[config.mk]
export PLATFORM = sky130hd
export DESIGN_NAME = bp_cce_icache_req_responder
export DESIGN_NICKNAME = d
export VERILOG_FILES = /design/src/rtl/bp_cce_icache_req_responder.sv
export SDC_FILE = /design/constraint.sdc
export NUM_CORES = 1
export LEC_CHECK = 0
export CAP_MARGIN = 20
export CORE_AREA = 2 2 690 692
export CTS_BUF_LIST = sky130_fd_sc_hd__clkbuf_4
export CTS_CLUSTER_DIAMETER = 80
export DETAILED_ROUTE_END_ITERATION = 6
export DIE_AREA = 0 0 692 694
export PLACE_DENSITY = 0.3
export RECOVER_POWER = 100
export SYNTH_ARGS = -nofsm -noshare
export SYNTH_HDL_FRONTEND = slang
export SYNTH_SLANG_ARGS = --single-unit
export TNS_END_PERCENT = 100
[constraint.sdc]
create_clock -name clk_i -period 23.4 [get_ports clk_i]
set_clock_uncertainty 0.15 [all_clocks]
set_input_delay 2.34 -clock clk_i [delete_from_list [all_inputs] [get_ports clk_i]]
set_output_delay 2.34 -clock clk_i [all_outputs]
set_load 0.05 [all_outputs]
[src/rtl/bp_cce_icache_req_responder.sv]
// bp_cce_icache_req_responder: CCE-side responder serving I$ read-miss and uncached-read requests from one LCE.
//
// Ports:
//   clk_i, reset_i (asynchronous, active-high), cce_id_i (src_id stamped on every command)
//   lce_req_i/_v_i/_yumi_o    LCE->CCE request, consumed only in READY
//   lce_resp_i/_v_i/_yumi_o   LCE->CCE response, consumed only in WAIT_ACK
//   lce_cmd_o/_v_o/_ready_i   CCE->LCE command (data, set_tag, uc_data)
//   mem_cmd_o/_v_o/_ready_i   memory read command, single outstanding
//   mem_resp_i/_v_i/_yumi_o   memory read data
//   busy_o (not READY), error_o (pulse), timeout_o (pulse)
//
// Message layouts, MSB first:
//   lce_req  : msg_type[2] (0 rd, 1 wr, 2 uc_rd, 3 uc_wr) | src_id | addr | lru_way_id
//   lce_resp : msg_type[2] (0 sync_ack, 1 inv_ack, 2 coh_ack, 3 wb) | src_id | addr
//   lce_cmd  : msg_type[4] (1 set_tag, 4 data, 5 uc_data) | dst_id | src_id | addr | way_id | state[3] (1 shared) | data
//   mem msg  : msg_type[2] (0 rd, 2 uc_rd) | size[3] (log2 bytes) | addr | data
module bp_cce_icache_req_responder #(
    parameter int paddr_width_p       = 40,
    parameter int lce_id_width_p      = 4,
    parameter int cce_id_width_p      = 4,
    parameter int icache_lce_assoc_p  = 8,
    parameter int cce_block_width_p   = 512,
    parameter int ack_timeout_p       = 1024,
    localparam int way_width_lp          = $clog2(icache_lce_assoc_p),
    localparam int lce_cce_req_width_lp  = 2 + lce_id_width_p + paddr_width_p + way_width_lp,
    localparam int lce_cce_resp_width_lp = 2 + lce_id_width_p + paddr_width_p,
    localparam int lce_cmd_width_lp      = 4 + lce_id_width_p + cce_id_width_p + paddr_width_p
                                           + way_width_lp + 3 + cce_block_width_p,
    localparam int cce_mem_msg_width_lp  = 2 + 3 + paddr_width_p + cce_block_width_p
) (
    input  logic                             clk_i,
    input  logic                             reset_i,
    input  logic [cce_id_width_p-1:0]        cce_id_i,
    input  logic [lce_cce_req_width_lp-1:0]  lce_req_i,
    input  logic                             lce_req_v_i,
    output logic                             lce_req_yumi_o,
    input  logic [lce_cce_resp_width_lp-1:0] lce_resp_i,
    input  logic                             lce_resp_v_i,
    output logic                             lce_resp_yumi_o,
    output logic [lce_cmd_width_lp-1:0]      lce_cmd_o,
    output logic                             lce_cmd_v_o,
    input  logic                             lce_cmd_ready_i,
    output logic [cce_mem_msg_width_lp-1:0]  mem_cmd_o,
    output logic                             mem_cmd_v_o,
    input  logic                             mem_cmd_ready_i,
    input  logic [cce_mem_msg_width_lp-1:0]  mem_resp_i,
    input  logic                             mem_resp_v_i,
    output logic                             mem_resp_yumi_o,
    output logic                             busy_o,
    output logic                             error_o,
    output logic                             timeout_o
);
    typedef struct packed {
        logic [1:0]                msg_type;
        logic [lce_id_width_p-1:0] src_id;
        logic [paddr_width_p-1:0]  addr;
        logic [way_width_lp-1:0]   lru_way_id;
    } lce_req_s;

    typedef struct packed {
        logic [1:0]                msg_type;
        logic [lce_id_width_p-1:0] src_id;
        logic [paddr_width_p-1:0]  addr;
    } lce_resp_s;

    typedef struct packed {
        logic [3:0]                   msg_type;
        logic [lce_id_width_p-1:0]    dst_id;
        logic [cce_id_width_p-1:0]    src_id;
        logic [paddr_width_p-1:0]     addr;
        logic [way_width_lp-1:0]      way_id;
        logic [2:0]                   state;
        logic [cce_block_width_p-1:0] data;
    } lce_cmd_s;

    typedef struct packed {
        logic [1:0]                   msg_type;
        logic [2:0]                   size;
        logic [paddr_width_p-1:0]     addr;
        logic [cce_block_width_p-1:0] data;
    } mem_msg_s;

    typedef enum logic [2:0] {
        e_ready, e_mem_cmd, e_mem_resp, e_send_data, e_send_set_tag, e_send_uc_data, e_wait_ack
    } state_e;

    localparam logic [1:0] req_rd_lp      = 2'd0;
    localparam logic [1:0] req_uc_rd_lp   = 2'd2;
    localparam logic [1:0] resp_coh_ack_lp = 2'd2;
    localparam logic [3:0] cmd_set_tag_lp = 4'd1;
    localparam logic [3:0] cmd_data_lp    = 4'd4;
    localparam logic [3:0] cmd_uc_data_lp = 4'd5;
    localparam logic [2:0] coh_shared_lp  = 3'd1;
    localparam logic [1:0] mem_rd_lp      = 2'd0;
    localparam logic [1:0] mem_uc_rd_lp   = 2'd2;
    localparam int         blk_off_lp     = $clog2(cce_block_width_p / 8);
    localparam logic [2:0] size_blk_lp    = 3'(blk_off_lp);
    localparam logic [2:0] size_8b_lp     = 3'd3;
    localparam int         cnt_width_lp   = $clog2(ack_timeout_p + 1);
    localparam logic [cnt_width_lp-1:0] cnt_max_lp  = cnt_width_lp'(ack_timeout_p);
    localparam logic [cnt_width_lp-1:0] cnt_last_lp = cnt_width_lp'(ack_timeout_p - 1);

    lce_req_s  req;
    lce_resp_s resp;
    mem_msg_s  mem_resp;
    mem_msg_s  mem_cmd;
    lce_cmd_s  cmd;

    state_e                        state_q, state_d;
    logic [lce_id_width_p-1:0]     src_q, src_d;
    logic [paddr_width_p-1:0]      addr_q, addr_d;
    logic [way_width_lp-1:0]       way_q, way_d;
    logic [cce_block_width_p-1:0]  data_q, data_d;
    logic                          uc_q, uc_d;
    logic [cnt_width_lp-1:0]       cnt_q, cnt_d;
    logic [paddr_width_p-1:0]      blk_addr;
    logic                          unused_bits;

    assign req       = lce_req_i;
    assign resp      = lce_resp_i;
    assign mem_resp  = mem_resp_i;
    assign lce_cmd_o = cmd;
    assign mem_cmd_o = mem_cmd;
    assign busy_o    = state_q != e_ready;
    assign blk_addr  = {addr_q[paddr_width_p-1:blk_off_lp], {blk_off_lp{1'b0}}};
    assign unused_bits = ^{resp.addr, mem_resp.msg_type, mem_resp.size, mem_resp.addr};

    // Payloads come only from latched state, so they hold steady while a valid waits for ready.
    always_comb begin
        mem_cmd          = '0;
        mem_cmd.msg_type = uc_q ? mem_uc_rd_lp : mem_rd_lp;
        mem_cmd.size     = uc_q ? size_8b_lp : size_blk_lp;
        mem_cmd.addr     = uc_q ? addr_q : blk_addr;
        cmd              = '0;
        cmd.msg_type     = state_q == e_send_set_tag ? cmd_set_tag_lp
                         : state_q == e_send_uc_data ? cmd_uc_data_lp : cmd_data_lp;
        cmd.dst_id       = src_q;
        cmd.src_id       = cce_id_i;
        cmd.addr         = uc_q ? addr_q : blk_addr;
        cmd.way_id       = way_q;
        cmd.state        = state_q == e_send_set_tag ? coh_shared_lp : 3'd0;
        cmd.data         = state_q == e_send_data ? data_q
                         : state_q == e_send_uc_data ? {{(cce_block_width_p-64){1'b0}}, data_q[63:0]}
                         : '0;
    end

    always_comb begin
        state_d         = state_q;
        src_d           = src_q;
        addr_d          = addr_q;
        way_d           = way_q;
        data_d          = data_q;
        uc_d            = uc_q;
        cnt_d           = cnt_q;
        lce_req_yumi_o  = 1'b0;
        lce_resp_yumi_o = 1'b0;
        lce_cmd_v_o     = 1'b0;
        mem_cmd_v_o     = 1'b0;
        mem_resp_yumi_o = 1'b0;
        error_o         = 1'b0;
        timeout_o       = 1'b0;
        case (state_q)
            e_ready: begin
                // Reset holds the FSM here, so a request must not be dropped by a yumi during reset.
                lce_req_yumi_o = lce_req_v_i & ~reset_i;
                if (lce_req_yumi_o) begin
                    if (req.msg_type == req_rd_lp || req.msg_type == req_uc_rd_lp) begin
                        uc_d    = req.msg_type == req_uc_rd_lp;
                        src_d   = req.src_id;
                        addr_d  = req.addr;
                        way_d   = uc_d ? '0 : req.lru_way_id;
                        state_d = e_mem_cmd;
                    end else begin
                        error_o = 1'b1;
                    end
                end
            end
            e_mem_cmd: begin
                mem_cmd_v_o = 1'b1;
                state_d     = mem_cmd_ready_i ? e_mem_resp : e_mem_cmd;
            end
            e_mem_resp: begin
                mem_resp_yumi_o = mem_resp_v_i;
                if (mem_resp_v_i) begin
                    data_d  = mem_resp.data;
                    state_d = uc_q ? e_send_uc_data : e_send_data;
                end
            end
            e_send_data: begin
                lce_cmd_v_o = 1'b1;
                state_d     = lce_cmd_ready_i ? e_send_set_tag : e_send_data;
            end
            e_send_set_tag: begin
                lce_cmd_v_o = 1'b1;
                state_d     = lce_cmd_ready_i ? e_wait_ack : e_send_set_tag;
                cnt_d       = '0;
            end
            e_send_uc_data: begin
                lce_cmd_v_o = 1'b1;
                state_d     = lce_cmd_ready_i ? e_ready : e_send_uc_data;
            end
            e_wait_ack: begin
                lce_resp_yumi_o = lce_resp_v_i;
                // Saturating one past the last count makes the timeout a single pulse.
                cnt_d     = cnt_q == cnt_max_lp ? cnt_q : cnt_q + 1'b1;
                timeout_o = cnt_q == cnt_last_lp;
                if (lce_resp_v_i) begin
                    if (resp.msg_type == resp_coh_ack_lp && resp.src_id == src_q)
                        state_d = e_ready;
                    else
                        error_o = 1'b1;
                end
            end
            default: state_d = e_ready;
        endcase
    end

    always_ff @(posedge clk_i or posedge reset_i) begin
        if (reset_i) begin
            state_q <= e_ready;
            src_q   <= '0;
            addr_q  <= '0;
            way_q   <= '0;
            data_q  <= '0;
            uc_q    <= 1'b0;
            cnt_q   <= '0;
        end else begin
            state_q <= state_d;
            src_q   <= src_d;
            addr_q  <= addr_d;
            way_q   <= way_d;
            data_q  <= data_d;
            uc_q    <= uc_d;
            cnt_q   <= cnt_d;
        end
    end
endmodule
==> results of run 1 <==
## logic make-up after synthesis
kind of cell / share of synthesized area
fa+ha+maj: 0.000842
compound gates: 0.00602
buf+inv: 0.176
xor+xnor: 0.00265
mux: 0.211
other cells: 0.000253
simple gates: 0.120
flops: 0.483
## where the power goes
group	switching (mW)	internal, mW
Combinational	2.06	1.11
Clock	0.597	0.603
Sequential	0.372	1.49
## routing by layer
metal  track usage  part of all wire  vias up  wire, um
met3        0.0432              0.11      526     22800
met5             0            0.0018        -       393
met2         0.150              0.49     1360    106000
met4        0.0260             0.039       62      8340
li1              -                 -     9647         -
met1        0.0910              0.36    11200     78700
## critical path: stages
cell	delay, ns
dlygate4sd3_1	0.58
nor3b_1	0.39
clkbuf_1	2.46
clkbuf_1	2.84
clkbuf_1	6.10
mux2_2	0.97
## stage by stage
step           hold slack (ns)  utilization  power, mW  instance area [um^2]
2_1_floorplan            0.300            -       3.96                 31700
3_3_place_gp             0.319       0.0980       5.19                 46400
3_5_place_dp             0.321       0.0981       5.20                 46400
4_1_cts                  0.335        0.103       6.50                 49000
5_1_grt                  0.355        0.103       6.65                 49000
6_report                 0.332        0.104       6.24                 49100
## layout make-up
cell class                 instances  area, um^2
tap                             6247        7820
multi-input combinational       1686       12100
inverter                          14        53.8
timing repair buffer            1216       12100
antenna                           49         123
clock inverter                    51         277
clock buffer                     301        2260
fill                           54300      424000
sequential                       574       14400
## worst max path at each step
stage,start,end,slack [ns],cells after the start
CTS,state_q[2],lce_cmd_o[410],14.06,6
global placement,state_q[2],lce_cmd_o[410],15.65,6
detailed placement,state_q[2],lce_cmd_o[410],15.63,6
global route,mem_resp_v_i,data_q[408],7.08,6
finish,mem_resp_v_i,data_q[41],8.42,6
floorplan,reset_i,addr_q[0],4.85,1
## flip-flops by register name (all words and copies together) (netlist names)
register and cells:
state_q 3, src_q 4, addr_q 40, data_q 512, cnt_q 11, uc_q 1
way_q 3
## layout by cell type (no fill, tap or decap), drive strengths merged, types with 6 or more instances in the layout
cell / count
and2: 518
buf: 9
clkbuf: 327
clkdlybuf4s50: 586
clkinv: 40
conb: 518
dfrtp: 574
diode: 49
dlygate4sd3: 595
inv: 18
mux2: 556
nand2: 9
nand2b: 6
nor2: 9
nor3: 6
o21ai: 9
xnor2: 6
==> flow_metrics.tcl, run 1 <==
set metrics [dict create \
    min_path_cells 1 \
    finalSetupViolations 0 \
    end_kind "flop" \
    gr-total-overflow 0 \
    hold_violations 0 \
    yosys_most_used_dff "dfrtp_1" \
    power_density_nw_per_um2 127 \
    insertion_delay_ns 1.22 \
    antenna_found_initial 212 \
    vias 22800 \
    wl_mm 216 \
    cts_buffers 208 \
    fin_crit_ns 14.98 \
    cts_root_buffer "clkbuf_4" \
    port_buffers 1186 \
    die_w_um 692 \
    initialDrtViolationCount 722 \
    drt.antenna.violating_nets 0 \
    core_um2 473000 \
    r2r_start "state_q[0]" \
    slew_headroom -4.67 \
    crit_path_max_fanout 141 \
    dp.cells 9732 \
    initial_core_util 0.0628 \
    yosysMostFrequentCell "buf_4" \
    gp_congestion 0.880 \
    fmax_mhz 66.8 \
    p_leak_nw 20.1 \
    layout-area-overhead-vs-synth_pct 65.1 \
    worstSetupPathType "in2reg" \
    cap_violations 24 \
    post-cts-setup-buffers 0 \
    min-delay-start "addr_q[5]" \
    clkSinkCount 574 \
    clock_path_buffers 4 \
    failed_checks "max-capacitance violations, max-slew violations" \
    fin_ws_ns 8.42 \
    setup_tns_ns 0 \
    syn_area_per_cell_um2 12.0 \
    syn_inst 2479 \
    path_clk_slew_ns 0.06 \
    fin_cells 10100 \
    critPathArrivalTime_ns 15.98 \
    grt_max_degree 142 \
    worst_r2r_path_depth 6 \
    synth_largest_area_cell "dfrtp_1" \
    start_kind "primary input" \
    reg2reg_to "data_q[41]" \
    pin_count 1798 \
    grt.total_usage 0.0863 \
    yosysWarnings 0 \
    rsz0062_at_grt "no" \
    hold_class "reg2reg" \
    vias_per_cell 2.25 \
    rows 253 \
    synthArstFlopShare 1.00 \
    drive_gt1_frac 0.229 \
    worst-r2r-setup-slack_ns 9.24 \
    drc 0 \
    synth_area_um2 29700 \
    cts_max_level 4 \
    grt_pass1_vias 23500 \
    ir_worst_vdd_uv 62.0 \
    die_h_um 694 \
    synth_top_area_frac 0.483 \
    synth_seq_cells 574 \
    final_nets 4365 \
    crit_required_ns 24.40 \
    synth_commonest_cells "buf_4 (651), dfrtp_1 (574), mux2_2 (549)" \
    firstDrtPassIters 4 \
    avgRoutedWirePerCell_um 21.3 \
    period_share 0.640 \
    dp_slack_ns 15.63 \
    maxSlewViolCount 1558 \
    worst_slew_pin_slew_ns 8.51 \
    grt_pass1_wl_mm 268 \
    dp_hpwl_mm 182 \
    synth-edff-count 0 \
    die_area_um2 480000 \
    synth.area.top_cells "dfrtp_1 (48%), mux2_2 (21%), buf_4 (16%)" \
    whs_endpoint "addr_q[5]" \
    yosysSeqAreaShare 0.483 \
    synth.distinct_cells 46 \
    status "complete, but fails checks" \
    tritoncts "done" \
    cts_resized 0 \
    hold_buffers 0 \
]
Note: power is estimated with default switching activity, not from simulation.
==> run 2, diff against run 1 <==
- clock period: 23.4 -> 13.9 ns (I/O delays scaled with it)
==> flow_metrics.tcl, run 2 (synthesized netlist as in run 1, its figures left out) <==
set metrics [dict create \
    mostFrequentLayoutCell "dlygate4sd3_1" \
    grt_pass1_vias 23400 \
    dp_slack_ns 7.93 \
    fin_crit_ns 8.60 \
    dp_hpwl_mm 179 \
    drive_gt1_frac 0.226 \
    grt_max_degree 186 \
    cts_root_buffer "clkbuf_4" \
    tritoncts "done" \
    drc 0 \
    crit_path_max_fanout 80 \
    slew_headroom -2.78 \
    final_nets 4362 \
    p_leak_nw 20.1 \
    maxSlewViolCount 795 \
    max_stage_delay_ns 3.95 \
    status "complete, but fails checks" \
    die_h_um 694 \
    initialDrtViolationCount 715 \
    critPathBufInv 4 \
    pin_count 1798 \
    rows 253 \
    die_area_um2 480000 \
    failed_checks "max-capacitance violations, max-slew violations" \
    period_share 0.619 \
    end_kind "asynchronous set/reset pin" \
    fillers 54400 \
    drt.antenna.violating_nets 0 \
    cts_buffers 205 \
    slowest_stage "clkbuf_1" \
    hold_class "reg2reg" \
    insertion_delay_ns 1.33 \
    vias 22600 \
    cts_resized 0 \
    setup_tns_ns 0 \
    hold_buffers 0 \
    hold_violations 0 \
    path_clk_slew_ns 0.06 \
    grt.total_usage 0.0849 \
    avgRoutedWirePerCell_um 20.9 \
    gp_congestion 0.905 \
    reg.largest.list "data_q x512, addr_q x40, cnt_q x11" \
    crit_chain "dlygate4sd3_1 > clkinvlp_2 > clkbuf_1 > clkbuf_1" \
    worst_hold_slack_ns 0.337 \
    antenna_found_initial 193 \
    port_buffers 1186 \
    rsz0062_at_grt "no" \
    fin_ws_ns 5.30 \
    max_flop_register "data_q" \
    post-cts-setup-buffers 0 \
    crit_required_ns 14.41 \
    power_density_nw_per_um2 210 \
    worstSetupPathType "in2async" \
    vias_per_cell 2.23 \
    cts_max_level 4 \
    clkSinkCount 574 \
    firstDrtPassIters 4 \
    total_power_mw 10.3 \
    initial_core_util 0.0628 \
    cp_top_family "buffers and inverters" \
    largest_register_ffs 512 \
    worst_slew_pin_slew_ns 5.67 \
    core_um2 473000 \
    gr-total-overflow 0 \
    cap_violations 18 \
    crit_top_cell "clkbuf_1" \
    grt_pass1_wl_mm 264 \
    clock_path_buffers 4 \
    start_kind "primary input" \
    die_w_um 692 \
    final_cell_mix "dlygate4sd3_1 (608), clkdlybuf4s50_1 (576), dfrtp_1 (574), mux2_2 (549)" \
    ir_worst_vdd_uv 107 \
    layout-area-overhead-vs-synth_pct 64.5 \
    wl_mm 212 \
    finalSetupViolations 0 \
    fmax_mhz 116 \
    critPathArrivalTime_ns 9.11 \
]
-- run 2: cell types whose count changed in the layout (fill, tap and decap cells not counted), moves of 3 or more --
cell,previous run,this run
clkinvlp_4,4,1
dlygate4sd3_1,595,608
and2_0,10,0
and2_1,508,518
buf_4,2,7
clkinv_1,38,31
clkbuf_4,301,287
buf_16,6,1
diode_2,49,55
clkbuf_1,26,21
clkdlybuf4s50_1,586,576
-- run 2: power breakdown --
group	internal [mW]	switching, mW
combinational	1.77	3.33
clock	0.970	0.979
sequential	2.51	0.713
-- run 2: worst register-to-register path, delay by kind of cell, from the launching register on --
family        cells  cell delay, ns
buf+inv           4            6.65
flops             1            0.50
mux               1            0.59
simple gates      2            0.61
-- run 2: worst paths after layout --
| kind | from | to | slack, ns | depth (start not counted) |
|---|---|---|---|---|
| worst min-delay path | addr_q[5] | addr_q[5] | 0.34 | 1 |
| max in group clk_i | state_q[0] | data_q[7] | 5.35 | 7 |
| min in group asynchronous | reset_i | src_q[0] | 0.74 | 2 |
| worst max register to register | state_q[0] | data_q[7] | 5.35 | 7 |
| worst min register to register | addr_q[5] | addr_q[5] | 0.34 | 1 |
| worst max-delay path | reset_i | data_q[440] | 5.30 | 4 |
-- run 2: final cells by class --
class                      instances  area, um^2  share of cell area
sequential                       574       14400               0.294
timing repair buffer            1216       12100               0.247
multi-input combinational       1686       12000               0.246
tap                             6247        7820               0.160
clock buffer                     287        2150              0.0441
clock inverter                    42         246             0.00504
antenna                           55         138             0.00282
inverter                          14        53.8             0.00110
-- run 2: through the flow --
stage | cells | cell area (um^2) | util
2_1_floorplan | 2995 | 31700 | -
3_3_place_gp | 9736 | 46400 | 0.0981
3_5_place_dp | 9737 | 46500 | 0.0982
4_1_cts | 10100 | 48900 | 0.103
5_1_grt | 10100 | 48800 | 0.103
6_report | 10100 | 48900 | 0.103
-- run 2: per-layer routing --
| layer | global-route usage | wire, um | vias to the layer above |
|---|---|---|---|
| li1 | - | - | 9633 |
| met1 | 0.0910 | 78200 | 11100 |
| met2 | 0.149 | 106000 | 1338 |
| met3 | 0.0369 | 19800 | 483 |
| met4 | 0.0287 | 8030 | 56 |
| met5 | 0 | 363 | - |
